## src/rtl/video_timing_gen.sv

```systemverilog
// Free-running raster timing generator. It produces counters, syncs, DE and frame/tick strobes,
// plus copies of HS/VS/DE that are delayed to match the renderer latency.
module video_timing_gen #(
  parameter int unsigned H_ACTIVE    = 1024,
  parameter int unsigned H_FP        = 24,
  parameter int unsigned H_SYNC      = 136,
  parameter int unsigned H_BP        = 160,
  parameter int unsigned V_ACTIVE    = 768,
  parameter int unsigned V_FP        = 3,
  parameter int unsigned V_SYNC      = 6,
  parameter int unsigned V_BP        = 29,
  parameter bit          HS_POL      = 1'b0,
  parameter bit          VS_POL      = 1'b0,
  parameter int unsigned SYNC_DELAY  = 2,
  parameter int unsigned TICK_FRAMES = 60
) (
  input  logic        i_clk_74M,
  input  logic        i_rst_n,
  input  logic        i_en,
  output logic [11:0] o_hcnt,
  output logic [11:0] o_vcnt,
  output logic        o_hs,
  output logic        o_vs,
  output logic        o_de,
  output logic        o_hs_d,
  output logic        o_vs_d,
  output logic        o_de_d,
  output logic        o_line_start,
  output logic        o_frame_start,
  output logic        o_tick
);

  localparam logic [11:0] H_LAST   = 12'(H_ACTIVE + H_FP + H_SYNC + H_BP - 1);
  localparam logic [11:0] V_LAST   = 12'(V_ACTIVE + V_FP + V_SYNC + V_BP - 1);
  localparam logic [11:0] H_ACT    = 12'(H_ACTIVE);
  localparam logic [11:0] V_ACT    = 12'(V_ACTIVE);
  localparam logic [11:0] HS_START = 12'(H_ACTIVE + H_FP);
  localparam logic [11:0] HS_END   = 12'(H_ACTIVE + H_FP + H_SYNC);
  localparam logic [11:0] VS_START = 12'(V_ACTIVE + V_FP);
  localparam logic [11:0] VS_END   = 12'(V_ACTIVE + V_FP + V_SYNC);
  localparam logic [7:0]  TICK_LAST = 8'(TICK_FRAMES - 1);

  logic [11:0] hcnt_q, hcnt_d, vcnt_q, vcnt_d;
  logic        hs_q, hs_d, vs_q, vs_d, de_q, de_d;
  logic        line_q, line_d, frame_q, frame_d, tick_q, tick_d;
  logic [7:0]  fcnt_q, fcnt_d;

  // Flags are derived from the next counter values so that they line up with the registered counters.
  always_comb begin
    hcnt_d  = hcnt_q;
    vcnt_d  = vcnt_q;
    hs_d    = hs_q;
    vs_d    = vs_q;
    de_d    = de_q;
    fcnt_d  = fcnt_q;
    line_d  = 1'b0;
    frame_d = 1'b0;
    tick_d  = 1'b0;
    if (i_en) begin
      if (hcnt_q == H_LAST) begin
        hcnt_d = '0;
        vcnt_d = (vcnt_q == V_LAST) ? 12'd0 : vcnt_q + 12'd1;
      end else begin
        hcnt_d = hcnt_q + 12'd1;
      end
      de_d    = (hcnt_d < H_ACT) && (vcnt_d < V_ACT);
      hs_d    = ((hcnt_d >= HS_START) && (hcnt_d < HS_END)) ? HS_POL : ~HS_POL;
      vs_d    = ((vcnt_d >= VS_START) && (vcnt_d < VS_END)) ? VS_POL : ~VS_POL;
      line_d  = (hcnt_d == 12'd0);
      frame_d = line_d && (vcnt_d == 12'd0);
      if (frame_d) begin
        if (fcnt_q == TICK_LAST) begin
          fcnt_d = '0;
          tick_d = 1'b1;
        end else begin
          fcnt_d = fcnt_q + 8'd1;
        end
      end
    end
  end

  always_ff @(posedge i_clk_74M or negedge i_rst_n) begin
    if (!i_rst_n) begin
      hcnt_q  <= H_LAST;
      vcnt_q  <= V_LAST;
      hs_q    <= ~HS_POL;
      vs_q    <= ~VS_POL;
      de_q    <= 1'b0;
      line_q  <= 1'b0;
      frame_q <= 1'b0;
      tick_q  <= 1'b0;
      fcnt_q  <= '0;
    end else begin
      hcnt_q  <= hcnt_d;
      vcnt_q  <= vcnt_d;
      hs_q    <= hs_d;
      vs_q    <= vs_d;
      de_q    <= de_d;
      line_q  <= line_d;
      frame_q <= frame_d;
      tick_q  <= tick_d;
      fcnt_q  <= fcnt_d;
    end
  end

  assign o_hcnt        = hcnt_q;
  assign o_vcnt        = vcnt_q;
  assign o_hs          = hs_q;
  assign o_vs          = vs_q;
  assign o_de          = de_q;
  assign o_line_start  = line_q;
  assign o_frame_start = frame_q;
  assign o_tick        = tick_q;

  // The delay line keeps shifting while the raster is frozen, so the pins drain to the held state.
  generate
    if (SYNC_DELAY == 0) begin : g_no_dly
      assign o_hs_d = hs_q;
      assign o_vs_d = vs_q;
      assign o_de_d = de_q;
    end else begin : g_dly
      logic [SYNC_DELAY-1:0][2:0] dly_q;
      always_ff @(posedge i_clk_74M or negedge i_rst_n) begin
        if (!i_rst_n) begin
          for (int i = 0; i < SYNC_DELAY; i++) dly_q[i] <= {~HS_POL, ~VS_POL, 1'b0};
        end else begin
          dly_q[0] <= {hs_q, vs_q, de_q};
          for (int i = 1; i < SYNC_DELAY; i++) dly_q[i] <= dly_q[i-1];
        end
      end
      assign o_hs_d = dly_q[SYNC_DELAY-1][2];
      assign o_vs_d = dly_q[SYNC_DELAY-1][1];
      assign o_de_d = dly_q[SYNC_DELAY-1][0];
    end
  endgenerate

endmodule

```

## config.mk

```make
export PLATFORM = sky130hd
export DESIGN_NAME = video_timing_gen
export DESIGN_NICKNAME = d
export VERILOG_FILES = /design/src/rtl/video_timing_gen.sv
export SDC_FILE = /design/constraint.sdc
export NUM_CORES = 1
export LEC_CHECK = 0
export BUFFER_PORTS_ARGS = -buffer_cell sky130_fd_sc_hd__buf_2
export CAP_MARGIN = 25
export CORE_UTILIZATION = 55
export CTS_BUF_LIST = sky130_fd_sc_hd__clkbuf_4 sky130_fd_sc_hd__clkbuf_8
export DETAILED_ROUTE_END_ITERATION = 8
export PLACE_DENSITY = 0.76
export SLEW_MARGIN = 10
export SYNTH_ARGS = -nofsm -noshare
export SYNTH_HDL_FRONTEND = slang
export SYNTH_SLANG_ARGS = --single-unit
```

## constraint.sdc

```tcl
create_clock -name i_clk_74M -period 4.4 [get_ports i_clk_74M]
set_input_delay 0.44 -clock i_clk_74M [delete_from_list [all_inputs] [get_ports i_clk_74M]]
set_output_delay 0.44 -clock i_clk_74M [all_outputs]
set_load 0.05 [all_outputs]
```

==> After elaboration in Yosys (flattened, before gate mapping) <==
Index checks and enable logic that the tools add are counted.
Widths: inputs -> output; s select.
{ "totals": {"register_bits": 44, "latch_bits": 0, "ram_bits": 0, "rom_bits": 0, "inputBits": 3, "out_inout_bits": 33, "wordCells": 43, "memories": 0} }
{ "classes": {"n_addsub": 3, "mul": 0, "div": 0, "magnitude_cmp": 6, "eq_ne": 3, "shift": 0, "n_mux": 13, "bitwise_logic": 0, "n_reduce_logical": 7} }
{ "op_table": {"columns": ["cell", "count"], "rows": [
  ["$mux 12", 5],
  ["$add 12x1->12 const B", 2],
  ["$logic_not 12->1", 2],
  ["$lt 12x10->1 const B", 2],
  ["$lt 12x11->1 const B", 2],
  ["$eq 12x10->1 const B", 1],
  ["$eq 12x11->1 const B", 1],
  ["$ge 12x10->1 const B", 1],
  ["$ge 12x11->1 const B", 1],
  ["$add 8x1->8 const B", 1],
  ["$eq 8x6->1 const B", 1],
  ["$mux 8", 1],
  ["$mux 1", 7],
  ["$logic_and 1x1->1", 4],
  ["$reduce_and 2->1", 1]
]} }

==> Logic depth before layout (Yosys ltp) <==
Gate-level depths: netlist of the first run.
{ "logic_depth": {"depth_word": 8, "mapped_depth": 11, "depth_no_buf": 9} }

==> Worst setup path after synthesis of the first run <==
Ideal clock, no wire load.
{ "synth_timing": {"path_type": "flip-flop to flip-flop", "from": "register hcnt_q[1] (netlist: o_hcnt[1])", "to": "register fcnt_q[3]", "setup_ns": 0.119, "arrival_time_ns": 2.933, "required_time_ns": 4.281, "setup_slack_ns": 1.349, "path_stages_with_launch": 10, "n_path_buf": 1, "synth_period_minus_slack_ns": 3.051, "cell_sequence": "dfstp_2 ha_1 buf_4 nand4_4 nor4_4 nand3_2 mux2_2 nor2_4 or4_4 o21a_1"} }
{ "synth_via": {"elab_chain_len": 6, "word_cells_on_any_way": 10, "cone_classes": "add/sub: 1; eq/ne: 1; mux: 4; reduce/logical: 4"} }
{ "synth_rtl": {"columns": ["element", "line", "source"], "rows": [
  ["start: declaration", "43", "logic [11:0] hcnt_q, hcnt_d, vcnt_q, vcnt_d;"],
  ["start signal: assignment", "94", "hcnt_q <= hcnt_d;"],
  ["$add 12x1->12 / $eq 12x11->1 (equally long branches)", "64, 60", null],
  ["$mux 12", "60", "if (hcnt_q == H_LAST) begin"],
  ["$mux 12", "59", "if (i_en) begin"],
  ["$logic_not 12->1, on equally long branches", "69, 70", null],
  ["$logic_and 1x1->1 (*)", "70", "frame_d = line_d && (vcnt_d == 12'd0);"],
  ["$reduce_and 2->1 (no line) (*)", null, null],
  ["end signal: assignment", "102", "fcnt_q <= fcnt_d;"],
  ["end: declaration", "46", "logic [7:0] fcnt_q, fcnt_d;"]
]} }
Mark *: on every way between the ends. The rest lies on a longest branch, timed or not. The select of a mux whose other input is x is not followed.
A chain may end at the register's enable or synchronous reset.

==> Worst setup path in the final report of the first run <==
{ "layout_timing": {"from": "register hcnt_q[1] (netlist: o_hcnt[1])", "to": "register fcnt_q[1]"} }
The elaborated chain is that of the path after synthesis.

==> run_summary.xml, run 1 <==
<?xml version="1.0" encoding="UTF-8"?>
<metrics>
  <group name="logic_synthesis">
    <metric name="ys_seq_area_frac" unit="">0.384</metric>
    <metric name="post_synth_inst_count" unit="">310</metric>
    <metric name="async_reset_ff_frac" unit="">1.00</metric>
    <metric name="yosysWarningCount" unit="">0</metric>
    <metric name="post_synth_xor_area_fraction" unit="">0.0478</metric>
    <metric name="register_bit_count_reported_by_yosys" unit="">44</metric>
    <metric name="postSynthNetCount" unit="">317</metric>
    <metric name="postSynthAreaPerCell" unit="um2">9.45</metric>
    <metric name="share_of_the_synthesized_area_in_compound_gates_ao_oa_aoi_oai" unit="">0.156</metric>
    <metric name="post_synthesis_mux_area_share" unit="">0.0303</metric>
    <metric name="mappedNetlistArea" unit="mm2">0.00293</metric>
    <metric name="synth.lib_cells_used.distinct" unit="">64</metric>
    <metric name="dominant_combinational_cell_family_by_area_after_synthesis" unit="">simple AND/OR/NAND/NOR gates</metric>
    <metric name="post_synthesis_share_of_cell_area_spent_on_and_or_nand_and_nor_gates" unit="">0.313</metric>
    <metric name="synth_enable_flop_cells" unit="">0</metric>
    <metric name="synthFlopType" unit="">sky130_fd_sc_hd__dfrtp_1</metric>
    <metric name="synthAdderAreaFrac" unit="">0.0171</metric>
  </group>
  <group name="grt">
    <metric name="first_global_vias" unit="">2149</metric>
    <metric name="gr-usage-all-layers" unit="">0.235</metric>
    <metric name="wire_length_of_the_first_global_routing_pass" unit="um">10100</metric>
    <metric name="gr-total-overflow" unit="">0</metric>
    <metric name="largest_net_degree_at_the_start_of_global_routing" unit="">45</metric>
    <metric name="antenna_found_initial" unit="">0</metric>
  </group>
  <group name="pwr">
    <metric name="switching_share" unit="">0.360</metric>
    <metric name="p_clk_frac" unit="">0.278</metric>
    <metric name="cellInternalPower" unit="uW">744</metric>
    <metric name="netSwitchingPower" unit="uW">418</metric>
    <metric name="leakage_power_total" unit="nW">1.33</metric>
    <metric name="vdd_ir_drop_max" unit="uV">371</metric>
    <metric name="share_comb_of_total_power" unit="">0.254</metric>
    <metric name="p_seq_frac" unit="">0.469</metric>
    <metric name="cellPowerDensity" unit="mW/mm2">361</metric>
  </group>
  <group name="clocking">
    <metric name="htree_num_levels" unit="">2</metric>
    <metric name="clkTransAtPathRegs" unit="ps">80</metric>
    <metric name="cts-buffers-inserted" unit="">5</metric>
    <metric name="worst_skew_pair.late_latency" unit="ps">290</metric>
    <metric name="clock_sink_count" unit="">44</metric>
    <metric name="resized_gates_after_cts" unit="">0</metric>
    <metric name="post_cts.repair.setup_buffers" unit="">0</metric>
    <metric name="hold_buffers" unit="">0</metric>
    <metric name="cts_tree" unit="">built</metric>
    <metric name="clk_path_buf_depth" unit="">2</metric>
    <metric name="clock_tree_root_buffer_cell" unit="">sky130_fd_sc_hd__clkbuf_8</metric>
  </group>
  <group name="detailed_routing">
    <metric name="avgViaCountPerCell" unit="">5.88</metric>
    <metric name="route.detailed.drc" unit="">0</metric>
    <metric name="wl_met3" unit="um">205</metric>
    <metric name="detail_route.iter0.violations" unit="">170</metric>
    <metric name="routed-via-count" unit="">2374</metric>
    <metric name="drt-pass1-iter-count" unit="">4</metric>
    <metric name="avgRoutedWirePerCell" unit="um">14.9</metric>
    <metric name="met2_wirelength" unit="um">2910</metric>
    <metric name="postRouteWirelength" unit="um">6000</metric>
    <metric name="dr.max_layer_used" unit="">met4</metric>
    <metric name="met1Wirelength" unit="um">2820</metric>
    <metric name="final_antenna_net_count" unit="">0</metric>
  </group>
  <group name="setup_path">
    <metric name="critical_path_peak_fanout" unit="">13</metric>
    <metric name="path_common_cell" unit="">sky130_fd_sc_hd__nor4_4</metric>
    <metric name="r2r.worst_path.cells" unit="">8</metric>
    <metric name="setup.worst_path.start_class" unit="">flop</metric>
    <metric name="timing.critical_path.cells" unit="">ha_1, nand4_4, nor4_4, and2_1, or3_1, nand2_1, nor4_4, mux2_2</metric>
    <metric name="worstSetupPathType" unit="">reg2reg</metric>
    <metric name="cp_slowest_stage_delay" unit="ps">590</metric>
    <metric name="cp_data_required_time" unit="ps">4580</metric>
    <metric name="kind_of_cell_adding_the_most_delay_to_the_critical_path" unit="">simple AND/OR/NAND/NOR gates</metric>
    <metric name="critPathSlowestCell" unit="">sky130_fd_sc_hd__dfstp_2</metric>
    <metric name="setup.worst_path.end_class" unit="">flop</metric>
    <metric name="path_buf_inv" unit="">0</metric>
    <metric name="worst_ep_arrival_time" unit="ps">3580</metric>
    <metric name="path_depth" unit="">8</metric>
  </group>
  <group name="timing">
    <metric name="slew_headroom" unit="">0.595</metric>
    <metric name="fmaxAchievable" unit="GHz">0.294</metric>
    <metric name="min_period_over_period" unit="">0.774</metric>
    <metric name="final_max_slew_viol_count" unit="">0</metric>
    <metric name="finalClockSkew" unit="ps">5.49</metric>
    <metric name="fin_crit_period" unit="ps">3400</metric>
    <metric name="timing.final.hold_violations" unit="">0</metric>
    <metric name="grt_setup_unrepaired" unit="">false</metric>
    <metric name="timing.final.ws_setup" unit="ps">996</metric>
    <metric name="finish_stage_setup_viols" unit="">0</metric>
    <metric name="worstMarginPinSlew" unit="ps">608</metric>
    <metric name="tns" unit="ps">0</metric>
  </group>
  <group name="die">
    <metric name="core_area" unit="mm2">0.00511</metric>
    <metric name="initial_utilization" unit="">0.574</metric>
    <metric name="die-width" unit="um">75.0</metric>
    <metric name="die-height" unit="um">75.0</metric>
    <metric name="boundaryPins" unit="">36</metric>
    <metric name="dieArea" unit="mm2">0.00562</metric>
    <metric name="num_rows" unit="">26</metric>
  </group>
  <group name="layout">
    <metric name="filler_cell_count" unit="">452</metric>
    <metric name="areaGrowthSynthToFinish" unit="%">9.86</metric>
    <metric name="final_nets" unit="">340</metric>
    <metric name="post_route_cells_drive_above_1_share" unit="">0.275</metric>
    <metric name="antennaDiodeCount" unit="">0</metric>
    <metric name="fin_util" unit="">0.630</metric>
  </group>
  <group name="min_path">
    <metric name="hold_crit_class" unit="">in2async</metric>
  </group>
  <group name="status">
    <metric name="run_status" unit="">finished clean</metric>
  </group>
  <group name="placed_design">
    <metric name="placement.io_buffers" unit="">35</metric>
    <metric name="place_hpwl" unit="um">4330</metric>
    <metric name="gp_congestion" unit="">0.899</metric>
    <metric name="post-place-ws" unit="ps">1030</metric>
  </group>
  <group name="job">
    <metric name="max-cap-violations" unit="">0</metric>
  </group>
</metrics>
==> registers in the layout (all words and copies together), names as in the netlist <==
name / cells
o_hcnt: 12
g_dly.dly_q: 3
o_vcnt: 12
o_frame_start: 1
fcnt_q: 8
o_vs: 1
o_tick: 1
o_line_start: 1
o_hs: 1
o_vs_d: 1
o_de_d: 1
o_hs_d: 1
o_de: 1
==> cell usage after synthesis, types with 4 or more instances <==
| library cell | instances | area, um2 |
|---|---|---|
| sky130_fd_sc_hd__nand2_1 | 27 | 101 |
| sky130_fd_sc_hd__o21ai_0 | 27 | 135 |
| sky130_fd_sc_hd__dfrtp_1 | 25 | 626 |
| sky130_fd_sc_hd__nor2_1 | 22 | 82.6 |
| sky130_fd_sc_hd__dfstp_2 | 19 | 499 |
| sky130_fd_sc_hd__xnor2_1 | 14 | 123 |
| sky130_fd_sc_hd__and3_1 | 11 | 68.8 |
| sky130_fd_sc_hd__buf_2 | 11 | 55.1 |
| sky130_fd_sc_hd__nand3_1 | 11 | 55.1 |
| sky130_fd_sc_hd__inv_1 | 10 | 37.5 |
| sky130_fd_sc_hd__nand4_1 | 10 | 62.6 |
| sky130_fd_sc_hd__nor3_1 | 9 | 45.0 |
| sky130_fd_sc_hd__a21oi_1 | 8 | 40.0 |
| sky130_fd_sc_hd__mux2_2 | 7 | 78.8 |
| sky130_fd_sc_hd__nand2b_1 | 6 | 37.5 |
| sky130_fd_sc_hd__and2_1 | 5 | 31.3 |
| sky130_fd_sc_hd__clkbuf_1 | 5 | 18.8 |
| sky130_fd_sc_hd__nor4_1 | 5 | 31.3 |
| sky130_fd_sc_hd__nor4_4 | 5 | 106 |
| sky130_fd_sc_hd__o31ai_1 | 5 | 37.5 |
| sky130_fd_sc_hd__a21o_1 | 4 | 30.0 |
| sky130_fd_sc_hd__and4_1 | 4 | 35.0 |
| sky130_fd_sc_hd__ha_1 | 4 | 50.1 |
| sky130_fd_sc_hd__or3_1 | 4 | 25.0 |
==> metrics by stage <==
step                cell area, um2  power (mW)  instances  hold WS (ps)
global route                  3220        1.22        404          60.6
detailed placement            3080       0.846        395           350
finish                        3220        1.16        404          29.1
global placement              3080       0.838        395           335
floorplan                     2930       0.788        310           144
CTS                           3200        1.17        403           303
==> final timing paths <==
check	slack (ps)	start	end
max	1000	o_hcnt[1]$_DFFE_PN1P_	fcnt_q[1]$_DFFE_PN0P_
min	30	i_rst_n	o_vcnt[3]$_DFFE_PN0P_
max reg2reg	1000	o_hcnt[1]$_DFFE_PN1P_	fcnt_q[1]$_DFFE_PN0P_
min reg2reg	360	g_dly.dly_q[2]$_DFF_PN1_	o_hs_d$_DFF_PN1_
max in group asynchronous	3840	i_rst_n	o_hcnt[0]$_DFFE_PN1P_
min in group i_clk_74M	360	g_dly.dly_q[2]$_DFF_PN1_	o_hs_d$_DFF_PN1_
==> cell families (layout without fill, tap and decap cells) <==
logic type | Yosys count | count (layout)
and+or+nand+nor | 139 | 139
AOI/OAI and AO/OA | 69 | 69
DFF | 44 | 44
buffers and inverters | 30 | 54
xor gates and xnor gates | 16 | 16
muxes | 8 | 8
adders and majority gates | 4 | 4
==> layer usage <==
metal	global-route usage	vias to the layer above
li1	-	1182
met1	0.319	1134
met2	0.397	53
met3	0.0241	5
met4	0.0692	0
met5	0	-
==> cell type report <==
type	count	area, um2	share of cell area
inverters	10	37.5	0.0117
flip-flops and latches	44	1120	0.349
well taps	70	87.6	0.0272
clock buffers	6	82.6	0.0257
clock inverters	2	38.8	0.0120
repair buffers	36	195	0.0606
multi-input cells	236	1650	0.513
==> cell usage in the layout (no fill, tap or decap), types with 2 or more instances in the layout <==
cell type	n
sky130_fd_sc_hd__a21o_1	4
sky130_fd_sc_hd__a21oi_1	8
sky130_fd_sc_hd__a31oi_1	2
sky130_fd_sc_hd__and2_1	5
sky130_fd_sc_hd__and3_1	11
sky130_fd_sc_hd__and4_1	4
sky130_fd_sc_hd__buf_2	35
sky130_fd_sc_hd__clkbuf_8	6
sky130_fd_sc_hd__dfrtp_1	25
sky130_fd_sc_hd__dfstp_2	19
sky130_fd_sc_hd__ha_1	4
sky130_fd_sc_hd__inv_1	10
sky130_fd_sc_hd__mux2_2	7
sky130_fd_sc_hd__nand2_1	27
sky130_fd_sc_hd__nand2b_1	6
sky130_fd_sc_hd__nand3_1	11
sky130_fd_sc_hd__nand4_1	10
sky130_fd_sc_hd__nand4_4	2
sky130_fd_sc_hd__nand4b_1	2
sky130_fd_sc_hd__nor2_1	22
sky130_fd_sc_hd__nor3_1	9
sky130_fd_sc_hd__nor4_1	5
sky130_fd_sc_hd__nor4_4	5
sky130_fd_sc_hd__o2111ai_1	2
sky130_fd_sc_hd__o211a_1	2
sky130_fd_sc_hd__o211ai_1	2
sky130_fd_sc_hd__o21ai_0	27
sky130_fd_sc_hd__o31ai_1	5
sky130_fd_sc_hd__o41ai_1	3
sky130_fd_sc_hd__or2_2	2
sky130_fd_sc_hd__or3_1	4
sky130_fd_sc_hd__xnor2_1	14
sky130_fd_sc_hd__xor2_1	2
==> power groups by stage <==
stage	Sequential (mW)	Combinational, mW	Clock (mW)
2_1_floorplan	0.608	0.180	0
3_3_place_gp	0.546	0.292	0
3_5_place_dp	0.552	0.294	0
4_1_cts	0.545	0.295	0.333
5_1_grt	0.555	0.319	0.343
6_report	0.544	0.295	0.323
Power figures use the tool's default switching activity.
==> run 2: changes to the inputs <==
--- a/config.mk
+++ b/config.mk
@@ -10,7 +10,7 @@
 export CORE_UTILIZATION = 55
 export CTS_BUF_LIST = sky130_fd_sc_hd__clkbuf_4 sky130_fd_sc_hd__clkbuf_8
 export DETAILED_ROUTE_END_ITERATION = 8
-export PLACE_DENSITY = 0.76
+export PLACE_DENSITY = 0.79
 export SLEW_MARGIN = 10
 export SYNTH_ARGS = -nofsm -noshare
 export SYNTH_HDL_FRONTEND = slang
==> constraint.sdc (replaced) <==
create_clock -name i_clk_74M -period 2.8 [get_ports i_clk_74M]
set_input_delay 0.28 -clock i_clk_74M [delete_from_list [all_inputs] [get_ports i_clk_74M]]
set_output_delay 0.28 -clock i_clk_74M [all_outputs]
set_load 0.05 [all_outputs]
==> run_summary.xml, run 2 (synthesis results as in run 1) <==
<?xml version="1.0" encoding="UTF-8"?>
<metrics>
  <group name="detailed_routing">
    <metric name="wl_met3" unit="um">296</metric>
    <metric name="dr.max_layer_used" unit="">met4</metric>
    <metric name="final_antenna_net_count" unit="">0</metric>
    <metric name="route.detailed.drc" unit="">0</metric>
    <metric name="routed-via-count" unit="">2594</metric>
    <metric name="drt-pass1-iter-count" unit="">4</metric>
    <metric name="postRouteWirelength" unit="um">7080</metric>
    <metric name="avgViaCountPerCell" unit="">5.94</metric>
    <metric name="detail_route.iter0.violations" unit="">224</metric>
    <metric name="avgRoutedWirePerCell" unit="um">16.2</metric>
    <metric name="met2_wirelength" unit="um">3500</metric>
    <metric name="met1Wirelength" unit="um">3200</metric>
  </group>
  <group name="setup_path">
    <metric name="setup.worst_path.end_class" unit="">flop</metric>
    <metric name="startpoint" unit="">o_hcnt[1]$_DFFE_PN1P_</metric>
    <metric name="worstReg2RegStart" unit="">o_hcnt[1]$_DFFE_PN1P_</metric>
    <metric name="worst_ep_arrival_time" unit="ps">2910</metric>
    <metric name="critical_path_peak_fanout" unit="">8</metric>
    <metric name="setup.worst_path.start_class" unit="">flop</metric>
    <metric name="cp_data_required_time" unit="ps">3000</metric>
    <metric name="worstSetupPathType" unit="">reg2reg</metric>
  </group>
  <group name="clocking">
    <metric name="worst_skew_pair.late_latency" unit="ps">300</metric>
    <metric name="clkTransAtPathRegs" unit="ps">90</metric>
    <metric name="clock_tree_root_buffer_cell" unit="">sky130_fd_sc_hd__clkbuf_8</metric>
    <metric name="cts-buffers-inserted" unit="">5</metric>
    <metric name="clock_sink_count" unit="">44</metric>
    <metric name="cts_tree" unit="">built</metric>
    <metric name="htree_num_levels" unit="">2</metric>
    <metric name="clk_path_buf_depth" unit="">2</metric>
  </group>
  <group name="pwr">
    <metric name="cellInternalPower" unit="mW">1.21</metric>
    <metric name="netSwitchingPower" unit="uW">723</metric>
    <metric name="switching_share" unit="">0.375</metric>
    <metric name="vdd_ir_drop_max" unit="uV">339</metric>
    <metric name="p_seq_frac" unit="">0.441</metric>
    <metric name="p_clk_frac" unit="">0.266</metric>
    <metric name="share_comb_of_total_power" unit="">0.293</metric>
    <metric name="leakage_power_total" unit="nW">1.53</metric>
    <metric name="cellPowerDensity" unit="mW/mm2">539</metric>
  </group>
  <group name="die">
    <metric name="die-width" unit="um">75.0</metric>
    <metric name="die-height" unit="um">75.0</metric>
    <metric name="core_area" unit="mm2">0.00511</metric>
    <metric name="initial_utilization" unit="">0.574</metric>
    <metric name="num_rows" unit="">26</metric>
    <metric name="boundaryPins" unit="">36</metric>
    <metric name="dieArea" unit="mm2">0.00562</metric>
  </group>
  <group name="timing">
    <metric name="finalClockSkew" unit="ps">2.20</metric>
    <metric name="slew_headroom" unit="">0.710</metric>
    <metric name="hold_ws" unit="ps">359</metric>
    <metric name="fmaxAchievable" unit="GHz">0.369</metric>
    <metric name="fin_crit_period" unit="ps">2710</metric>
    <metric name="worstMarginPinSlew" unit="ps">431</metric>
    <metric name="timing.final.hold_violations" unit="">0</metric>
    <metric name="finish_stage_setup_viols" unit="">0</metric>
    <metric name="min_period_over_period" unit="">0.969</metric>
    <metric name="timing.final.ws_setup" unit="ps">86.8</metric>
    <metric name="grt_setup_unrepaired" unit="">true</metric>
    <metric name="final_max_slew_viol_count" unit="">0</metric>
  </group>
  <group name="grt">
    <metric name="first_global_vias" unit="">2334</metric>
    <metric name="gr-total-overflow" unit="">0</metric>
    <metric name="wire_length_of_the_first_global_routing_pass" unit="um">11200</metric>
    <metric name="largest_net_degree_at_the_start_of_global_routing" unit="">45</metric>
    <metric name="gr-usage-all-layers" unit="">0.263</metric>
    <metric name="antenna_found_initial" unit="">0</metric>
  </group>
  <group name="job">
    <metric name="max-cap-violations" unit="">0</metric>
  </group>
  <group name="layout">
    <metric name="areaGrowthSynthToFinish" unit="%">22.1</metric>
    <metric name="antennaDiodeCount" unit="">0</metric>
    <metric name="filler_cell_count" unit="">398</metric>
    <metric name="final_nets" unit="">373</metric>
    <metric name="post_route_cells_drive_above_1_share" unit="">0.381</metric>
    <metric name="layout.cells.most_common" unit="">sky130_fd_sc_hd__buf_2</metric>
    <metric name="commonest_cells_after_routing_fill_and_taps_aside" unit="">sky130_fd_sc_hd__buf_2, sky130_fd_sc_hd__buf_4, sky130_fd_sc_hd__nand2_1, sky130_fd_sc_hd__o21ai_0</metric>
  </group>
  <group name="placed_design">
    <metric name="gp_congestion" unit="">0.949</metric>
    <metric name="place_hpwl" unit="um">4950</metric>
    <metric name="placement.io_buffers" unit="">35</metric>
    <metric name="post-place-ws" unit="ps">49.2</metric>
  </group>
  <group name="status">
    <metric name="run_status" unit="">finished clean</metric>
  </group>
  <group name="min_path">
    <metric name="hold_crit_class" unit="">reg2reg</metric>
    <metric name="worst_hold_startpoint" unit="">g_dly.dly_q[1]$_DFF_PN1_</metric>
  </group>
</metrics>
run 2: power by group through the flow:
stage          clock network (mW)  logic [mW]  registers, mW
3_3_place_gp                    0       0.532          0.854
6_report                    0.513       0.565          0.850
2_1_floorplan                   0       0.306          0.965
4_1_cts                     0.524       0.544          0.849
3_5_place_dp                    0       0.541          0.860
5_1_grt                     0.541       0.608          0.866
run 2: what timing repair did:
action                     in CTS  in global routing
setup buffers                   0                  4
setup endpoints to repair       0                  8
gates resized for setup         0                 11
hold endpoints to repair        0                  4
hold buffers                    0                  1
run 2: critical path, cell delays in order, from the launching register on:
cell                      delay (ps)
sky130_fd_sc_hd__dfstp_4         640
sky130_fd_sc_hd__ha_4            150
sky130_fd_sc_hd__nand4_4         170
sky130_fd_sc_hd__nor4_4          300
sky130_fd_sc_hd__nand4_1         240
sky130_fd_sc_hd__nor3_4          230
sky130_fd_sc_hd__nor2_4          110
sky130_fd_sc_hd__or4_4           560
sky130_fd_sc_hd__o21a_1          200
run 2: path summary, 6_finish.rpt:
check | to | slack (ps) | cells past startpoint
max in group asynchronous | o_vcnt[5]$_DFFE_PN1P_ | 1880 | 3
worst max-delay path | fcnt_q[3]$_DFFE_PN0P_ | 90 | 8
worst min-delay path | o_vs_d$_DFF_PN1_ | 360 | 0
worst min register to register | o_vs_d$_DFF_PN1_ | 360 | 0
min in group asynchronous | o_hcnt[6]$_DFFE_PN0P_ | 380 | 2
worst max register to register | fcnt_q[3]$_DFFE_PN0P_ | 90 | 8
run 2: cell type report:
cell class	instances	area, um2	share of cell area
Timing Repair Buffer	69	445	0.124
Tap cell	70	87.6	0.0245
Clock inverter	3	47.5	0.0133
Sequential cell	44	1140	0.317
Multi-Input combinational cell	236	1760	0.491
Inverter	10	37.5	0.0105
Clock buffer	5	68.8	0.0192
run 2: layer usage:
metal  track usage  up-vias
met5             0        -
met4        0.0839        0
met3        0.0295       10
met2         0.441       70
met1         0.358     1263
li1              -     1251
run 2: per-stage QoR:
stage                     cell area [um2]  utilization  power, mW  instances  TNS (ps)
after detailed placement             3350        0.656       1.40        423         0
final                                3580        0.701       1.93        437         0
after global routing                 3580        0.701       2.01        437     -68.6
after global placement               3350        0.656       1.39        423         0
after CTS                            3460        0.678       1.92        431         0
after floorplan                      3010            -       1.27        310      -213
==> run 3: changes to the inputs <==
--- a/config.mk
+++ b/config.mk
@@ -7,10 +7,12 @@
 export LEC_CHECK = 0
 export BUFFER_PORTS_ARGS = -buffer_cell sky130_fd_sc_hd__buf_2
 export CAP_MARGIN = 25
-export CORE_UTILIZATION = 55
+export CELL_PAD_IN_SITES_DETAIL_PLACEMENT = 1
+export CELL_PAD_IN_SITES_GLOBAL_PLACEMENT = 1
+export CORE_UTILIZATION = 30
 export CTS_BUF_LIST = sky130_fd_sc_hd__clkbuf_4 sky130_fd_sc_hd__clkbuf_8
 export DETAILED_ROUTE_END_ITERATION = 8
-export PLACE_DENSITY = 0.79
+export PLACE_DENSITY_LB_ADDON = 0.1
 export SLEW_MARGIN = 10
 export SYNTH_ARGS = -nofsm -noshare
 export SYNTH_HDL_FRONTEND = slang
==> run_summary.xml, run 3 (synthesis results as in run 1) <==
<?xml version="1.0" encoding="UTF-8"?>
<metrics>
  <group name="setup_path">
    <metric name="setup.worst_path.end_class" unit="">flop</metric>
    <metric name="setup.worst_path.start_class" unit="">flop</metric>
    <metric name="cp_data_required_time" unit="ps">3000</metric>
    <metric name="critical_path_peak_fanout" unit="">5</metric>
    <metric name="r2r.worst_path.cells" unit="">8</metric>
    <metric name="worst_ep_arrival_time" unit="ps">2940</metric>
    <metric name="worstSetupPathType" unit="">reg2reg</metric>
  </group>
  <group name="timing">
    <metric name="timing.final.hold_violations" unit="">0</metric>
    <metric name="finalClockSkew" unit="ps">7.04</metric>
    <metric name="fin_crit_period" unit="ps">2740</metric>
    <metric name="min_period_over_period" unit="">0.979</metric>
    <metric name="tns" unit="ps">0</metric>
    <metric name="slew_headroom" unit="">0.412</metric>
    <metric name="grt_setup_unrepaired" unit="">true</metric>
    <metric name="final_max_slew_viol_count" unit="">0</metric>
    <metric name="fmaxAchievable" unit="GHz">0.365</metric>
    <metric name="worstMarginPinSlew" unit="ps">882</metric>
    <metric name="timing.final.ws_setup" unit="ps">58.9</metric>
    <metric name="finish_stage_setup_viols" unit="">0</metric>
  </group>
  <group name="clocking">
    <metric name="clk_path_buf_depth" unit="">2</metric>
    <metric name="clock_sink_count" unit="">44</metric>
    <metric name="worst_skew_pair.late_latency" unit="ps">300</metric>
    <metric name="clock_tree_root_buffer_cell" unit="">sky130_fd_sc_hd__clkbuf_8</metric>
    <metric name="clkTransAtPathRegs" unit="ps">90</metric>
    <metric name="htree_num_levels" unit="">2</metric>
    <metric name="cts_tree" unit="">built</metric>
    <metric name="cts-buffers-inserted" unit="">5</metric>
  </group>
  <group name="detailed_routing">
    <metric name="dr.max_layer_used" unit="">met4</metric>
    <metric name="routed-via-count" unit="">2637</metric>
    <metric name="detail_route.iter0.violations" unit="">75</metric>
    <metric name="wl_met3" unit="um">168</metric>
    <metric name="met1Wirelength" unit="um">4350</metric>
    <metric name="avgViaCountPerCell" unit="">5.13</metric>
    <metric name="final_antenna_net_count" unit="">0</metric>
    <metric name="postRouteWirelength" unit="um">8730</metric>
    <metric name="met2_wirelength" unit="um">4140</metric>
    <metric name="route.detailed.drc" unit="">0</metric>
    <metric name="drt-pass1-iter-count" unit="">4</metric>
    <metric name="avgRoutedWirePerCell" unit="um">17.0</metric>
  </group>
  <group name="layout">
    <metric name="layout.cells.most_common" unit="">sky130_fd_sc_hd__buf_4</metric>
    <metric name="areaGrowthSynthToFinish" unit="%">29.0</metric>
    <metric name="commonest_cells_after_routing_fill_and_taps_aside" unit="">sky130_fd_sc_hd__buf_4, sky130_fd_sc_hd__buf_2, sky130_fd_sc_hd__nand2_1, sky130_fd_sc_hd__o21ai_0</metric>
    <metric name="fin_util" unit="">0.403</metric>
    <metric name="antennaDiodeCount" unit="">0</metric>
    <metric name="final_nets" unit="">391</metric>
    <metric name="stdcell_area" unit="mm2">0.00378</metric>
    <metric name="post_route_cells_drive_above_1_share" unit="">0.405</metric>
  </group>
  <group name="die">
    <metric name="dieArea" unit="mm2">0.0102</metric>
    <metric name="die-width" unit="um">101</metric>
    <metric name="boundaryPins" unit="">36</metric>
    <metric name="die-height" unit="um">101</metric>
    <metric name="num_rows" unit="">35</metric>
    <metric name="core_area" unit="mm2">0.00937</metric>
    <metric name="initial_utilization" unit="">0.313</metric>
  </group>
  <group name="grt">
    <metric name="gr-usage-all-layers" unit="">0.183</metric>
    <metric name="first_global_vias" unit="">2660</metric>
    <metric name="gr-total-overflow" unit="">0</metric>
    <metric name="largest_net_degree_at_the_start_of_global_routing" unit="">38</metric>
    <metric name="antenna_found_initial" unit="">0</metric>
    <metric name="wire_length_of_the_first_global_routing_pass" unit="um">14400</metric>
  </group>
  <group name="placed_design">
    <metric name="placement.cell_area" unit="mm2">0.00358</metric>
    <metric name="placement.io_buffers" unit="">35</metric>
    <metric name="gp_congestion" unit="">0.789</metric>
    <metric name="place_hpwl" unit="um">6500</metric>
    <metric name="post-place-ws" unit="ps">3.07</metric>
  </group>
  <group name="pwr">
    <metric name="total_power" unit="mW">2.03</metric>
    <metric name="vdd_ir_drop_max" unit="uV">269</metric>
    <metric name="cellPowerDensity" unit="mW/mm2">537</metric>
    <metric name="leakage_power_total" unit="nW">1.62</metric>
  </group>
  <group name="job">
    <metric name="max-cap-violations" unit="">0</metric>
  </group>
  <group name="min_path">
    <metric name="hold_crit_class" unit="">in2async</metric>
  </group>
  <group name="status">
    <metric name="run_status" unit="">finished clean</metric>
  </group>
</metrics>
[run 3: cell count changes in the layout (fill, tap and decap cells not counted), sizes merged]
| cell | delta |
|---|---|
| bufinv | +1 |
| buf | +19 |
| clkinv | -2 |
| dlygate4sd3 | -1 |
| clkbuf | +1 |
[run 3: worst max-delay path, cell delays in order (launching register included)]
cell	delay, ps
sky130_fd_sc_hd__dfstp_2	590
sky130_fd_sc_hd__ha_4	140
sky130_fd_sc_hd__nand4_1	150
sky130_fd_sc_hd__nor4_4	450
sky130_fd_sc_hd__o211a_1	210
sky130_fd_sc_hd__o211a_1	200
sky130_fd_sc_hd__a31oi_4	150
sky130_fd_sc_hd__or4_4	550
sky130_fd_sc_hd__o21a_1	200
[run 3: final timing paths]
kind / from / end / slack [ps]
min in group i_clk_74M: i_en / o_hcnt[10]$_DFFE_PN1P_ / 250
max: o_vcnt[0]$_DFFE_PN1P_ / fcnt_q[3]$_DFFE_PN0P_ / 60
max reg2reg: o_vcnt[0]$_DFFE_PN1P_ / fcnt_q[3]$_DFFE_PN0P_ / 60
min: i_rst_n / o_hcnt[6]$_DFFE_PN0P_ / 90
min reg2reg: g_dly.dly_q[2]$_DFF_PN1_ / o_hs_d$_DFF_PN1_ / 360
max in group asynchronous: i_rst_n / o_hs$_DFFE_PN1P_ / 1990
[run 3: routing by layer]
layer / vias up / track usage
li1: 1287 / -
met1: 1316 / 0.257
met2: 29 / 0.299
met3: 5 / 0.0257
met4: 0 / 0.0368
met5: - / 0
[run 3: metrics by stage]
step	instances	hold WS, ps
floorplan	310	-15.6
finish	514	94.3
global route	514	153
CTS	511	125
detailed placement	503	347
global placement	503	335
[run 3: power by group]
group          leakage [nW]  total (mW)  internal (mW)  switching, mW
logic                  1.02       0.602          0.217          0.385
registers             0.524       0.838          0.734          0.104
clock network        0.0688       0.592          0.366          0.226
[run 3: final cells by class]
type | count | area [um2]
repair buffers | 87 | 566
clock inverters | 2 | 60.1
clock buffers | 6 | 76.3
flip-flops and latches | 44 | 1140
fillers | 1117 | 5590
well taps | 129 | 161
multi-input cells | 236 | 1740
inverters | 10 | 37.5
[run 3: timing repair]
item / 4_1_cts / 5_1_grt
resized for setup: 1 / 9
hold buffers: 0 / 0
setup endpoints to repair: 3 / 8
pin swaps: 0 / 9
setup buffers: 0 / 3
